[src/rtl/cmos_pkg.sv]
// Shared definitions for the dual-rail CMOS XOR cell.
package cmos_pkg;

    localparam int unsigned DEF_WIDTH = 1;
    localparam int unsigned DEF_CNT_W = 8;

    // A rail pair is healthy when the complement is the exact inverse of the true rail.
    function automatic logic rail_ok(input logic x, input logic xbar);
        return &(x ^ xbar);
    endfunction

endpackage

[src/rtl/cmos_xor_slice.sv]
// One bit of the static CMOS XOR pull-up/pull-down network.
module cmos_xor_slice
    import cmos_pkg::*;
(
    input  logic a,
    input  logic b,
    input  logic abar,
    input  logic bbar,
    output logic out
);

    assign out = (a & bbar) | (abar & b);

endmodule

[src/rtl/cmos_xor.sv]
// Dual-rail XOR cell: combinational result, registered copy and rail-consistency checker.
module cmos_xor
    import cmos_pkg::*;
#(
    parameter int unsigned WIDTH = DEF_WIDTH,
    parameter int unsigned CNT_W = DEF_CNT_W
) (
    output logic [WIDTH-1:0] out,
    input  logic [WIDTH-1:0] a,
    input  logic [WIDTH-1:0] b,
    input  logic [WIDTH-1:0] abar,
    input  logic [WIDTH-1:0] bbar,
    input  logic             clk,
    input  logic             rst,
    output logic [WIDTH-1:0] out_q,
    output logic             rail_err,
    output logic [CNT_W-1:0] err_cnt
);

    logic [WIDTH-1:0] bit_ok;
    logic             mismatch;

    for (genvar i = 0; i < WIDTH; i++) begin : g_slice
        cmos_xor_slice u_slice (
            .a    (a[i]),
            .b    (b[i]),
            .abar (abar[i]),
            .bbar (bbar[i]),
            .out  (out[i])
        );
        assign bit_ok[i] = rail_ok(a[i], abar[i]) & rail_ok(b[i], bbar[i]);
    end

    assign mismatch = ~(&bit_ok);

    always_ff @(posedge clk) begin
        if (rst) begin
            out_q    <= '0;
            rail_err <= 1'b0;
            err_cnt  <= '0;
        end else begin
            out_q    <= out;
            rail_err <= mismatch;
            // Saturate rather than wrap so a long fault never reads as healthy.
            if (mismatch && (err_cnt != {CNT_W{1'b1}})) begin
                err_cnt <= err_cnt + 1'b1;
            end
        end
    end

endmodule

[config.mk]
export PLATFORM = sky130hd
export DESIGN_NAME = cmos_xor
export DESIGN_NICKNAME = d
export VERILOG_FILES = /design/src/rtl/cmos_pkg.sv /design/src/rtl/cmos_xor_slice.sv /design/src/rtl/cmos_xor.sv
export SDC_FILE = /design/constraint.sdc
export NUM_CORES = 1
export LEC_CHECK = 0
export CAP_MARGIN = 20
export CORE_AREA = 2 2 39 41
export CTS_BUF_LIST = sky130_fd_sc_hd__clkbuf_2 sky130_fd_sc_hd__clkbuf_4 sky130_fd_sc_hd__clkbuf_8
export DETAILED_ROUTE_END_ITERATION = 10
export DIE_AREA = 0 0 41 43
export HOLD_SLACK_MARGIN = 0.12
export PLACE_DENSITY = 0.74
export SYNTH_ARGS = -nofsm -noshare
export SYNTH_HDL_FRONTEND = slang
export SYNTH_SLANG_ARGS = --single-unit
[constraint.sdc]
create_clock -name clk -period 2.2 [get_ports clk]
set_clock_uncertainty 0.2 [all_clocks]
set_input_delay 0.66 -clock clk [delete_from_list [all_inputs] [get_ports clk]]
set_output_delay 0.66 -clock clk [all_outputs]
set_load 0.05 [all_outputs]
==> results.md <==
- Ys Warns: 0
- Fin crit share: 96.84%
- # diodes: 0
- Register area share after synthesis: 37.91%
- Top cell type's share of synthesized area: 37.91%
- Final instance area: 823.3 um2
- Area leader, netlist: dfxtp_1
- Chip width: 41 um
- Post-synth top cells: dfxtp_1, nor2_1, nand2_1, nor3_1, mux2i_1
- Max Cap Violations: 0
- WL final: 1.059 mm
- Synth-to-Final Area Change: 55.92%
- Status: completed
- 1st-iter DRT viols: 2
- Tot GR Track Use: about 16%
- Placement Cell Area: ~800 um2
- Fmax: between 400 and 500 MHz
- Post-Syn Area: 528.0 um2
- Register area: 200.2 um2
- Initial antenna violation count: 0
- CP max FO: 2
- Vias in the first global route: 467
- Critical Path End Type: output port
- Setup TNS: 0 ns
- Worst slew pin tran: 0.3850 ns
- Critical path's slowest cell: a22o_1
- Root buffer cell: clkbuf_4
- H-tree levels: 1
- Final setup fails: 0
- Antenna Nets Post-Route: 0
- Wire per inst: 10.81 um
- WP buf/inv: 2
- Gr ovfl total: 0
- Post-synth EDFFs: 0
- Syn avg cell area: 9.429 um2
- Pre-Repair DR Iteration Count: 4
- RSZ-0062 raised after global routing: false
- Synth Register Bits: 10
- Die span in y: 43 um
- Vias per cell: 5.235
- # nets final: 90
- Core Area: 1384 um2
- CTS tree: yes
- Placed cells: 94
- Crit-path cells: clkdlybuf4s15_1 > a22o_1 > buf_12
- Critical path launch point type: input port
- Port Buf Inserts: 16
- Leakage dissipation: 0.0003351 uW
- Library cells used by synthesis: 26
- IO Count: 17
- Die area: 1763 um2
- Path category of the worst min-delay check: reg2reg
- CP Class: in2out
- PD cells: around 650 nW/um2
- CP delay by family, top: buffers and inverters
- Most used DFF post-synth: dfxtp_1
- First-pass GRT wire length: 1.932 mm
- CTS Buffer Depth: 2
- Total Power: 537.7 uW
- Clock transition at path regs: 0.07 ns
- Row cnt: 14
- FF-to-FF Start: err_cnt[1]$_SDFFE_PP0P_
- Final worst path period need: 2.131 ns
- CP peak stage delay: 0.24 ns
- Filler cells: 123
- Async SR Flop Fraction: 0%
- Count leader, synth: dfxtp_1
- Fraction of layout cells with a size suffix above 1: 36.59%
- Critical path launch point: b
- Syn nets: 63
- Leading post-synthesis cells by cell area: dfxtp_1, xnor2_2, mux2i_1, nor2_1, nand2_1
- Skew-Pair Late Insertion Delay: 0.27 ns
- Final Max Tran Viols: 0
- Gate Count Post-Synth: 56
- Finished Layout Cells: slightly below 100
- Hold buffers post-CTS: 0
- Worst Path Required: 1.34 ns
- Slew headroom: between 70% and 80%
- Multi-input gate area: 320.3 um2
- Final hold vios: 0
- Largest net degree at the start of global routing: 10
- Min-delay src: err_cnt[7]$_SDFFE_PP0P_
- Critical Path AT: 1.27 ns
- Clock sinks: 10
- Peak VDD IR: 0.4214 mV
- Gpl congestion: 0.7097
- DRC errors left: 0
- DR vias: 513
- Detailed placer's ending HPWL: 863.3 um
- CTS Buf Count: 3
- Starting density of the core: 38.16%
- Setup bufs post-CTS: 0
through the flow:
stage	setup WS [ns]	hold slack, ns	util (%)
finish	0.06942	0.3996	59.49
global route	0.02331	0.4432	59.49
CTS	0.001377	0.4079	59.49
detailed placement	-0.2129	0.3911	57.23
global placement	-0.1998	0.3765	57.23
floorplan	0.1848	0.5695	-
power by group:
part	switching (uW)	total [uW]	internal, uW
clock	67.3	168	101
sequential	14.1	206	192
combinational	85.1	164	78.5
total	166	538	371
per-layer routing:
metal	GRT usage [%]	part of all wire, %	vias to the layer above
met5	0	0	-
met4	8.000	2.2	0
met3	3.141	4.6	2
met2	22.81	51	16
met1	21.43	42	238
li1	-	-	257
sequential cells by signal (all words and copies together) (netlist names):
name and flops:
out_q 1, rail_err 1, err_cnt 8
path summary, 6_finish.rpt:
kind / endpoint / slack (ns) / depth (start not counted)
worst min-delay path: err_cnt[7]$_SDFFE_PP0P_ / 0.40 / 3
worst max register to register: err_cnt[5]$_SDFFE_PP0P_ / 0.32 / 5
worst max-delay path: out / 0.07 / 3
worst min register to register: err_cnt[7]$_SDFFE_PP0P_ / 0.40 / 3
tightest hold or removal path, cell delays in order (launching register included):
cell	delay, ns
dfxtp_1	0.34
nand2_1	0.07
nor4_1	0.04
nor3_1	0.11
what timing repair did:
action,CTS,global route
gates cloned,0,0
endpoints found under the hold margin,0,0
gates resized for setup,4,5
setup endpoints to repair,1,1
pin swaps,1,1
logic make-up (layout without fill, tap and decap cells):
family,after synthesis,after routing,share of synthesized area [%]
AND/OR/NAND/NOR,26,26,24.41
AO/OA/AOI/OAI,10,10,18.25
flip-flops,10,10,37.91
multiplexers,4,4,7.820
XOR/XNOR,3,3,7.820
buffers and inverters,2,28,1.420
adder cells (fa/ha/maj),1,1,2.369
area by class of cell:
| cell class | instances | share of cell area, % |
|---|---|---|
| clock buffer | 4 | 4.407 |
| inverter | 1 | 0.4559 |
| multi-input combinational | 44 | 38.91 |
| sequential | 10 | 24.32 |
| tap | 16 | 2.432 |
| timing repair buffer | 23 | 29.48 |
cells in the final DEF (no fill, tap or decap), types with 2 or more instances in the layout:
| cell type | count |
|---|---|
| o21ba_1 | 2 |
| nand2_1 | 6 |
| nand4_1 | 2 |
| nor2_1 | 7 |
| buf_4 | 13 |
| o21ai_0 | 2 |
| nor3_1 | 4 |
| clkdlybuf4s15_1 | 3 |
| buf_12 | 5 |
| nor2b_1 | 2 |
| xnor2_2 | 2 |
| dfxtp_1 | 10 |
| clkbuf_4 | 3 |
| mux2i_1 | 3 |
No activity file was read; power rests on OpenSTA's default activity.
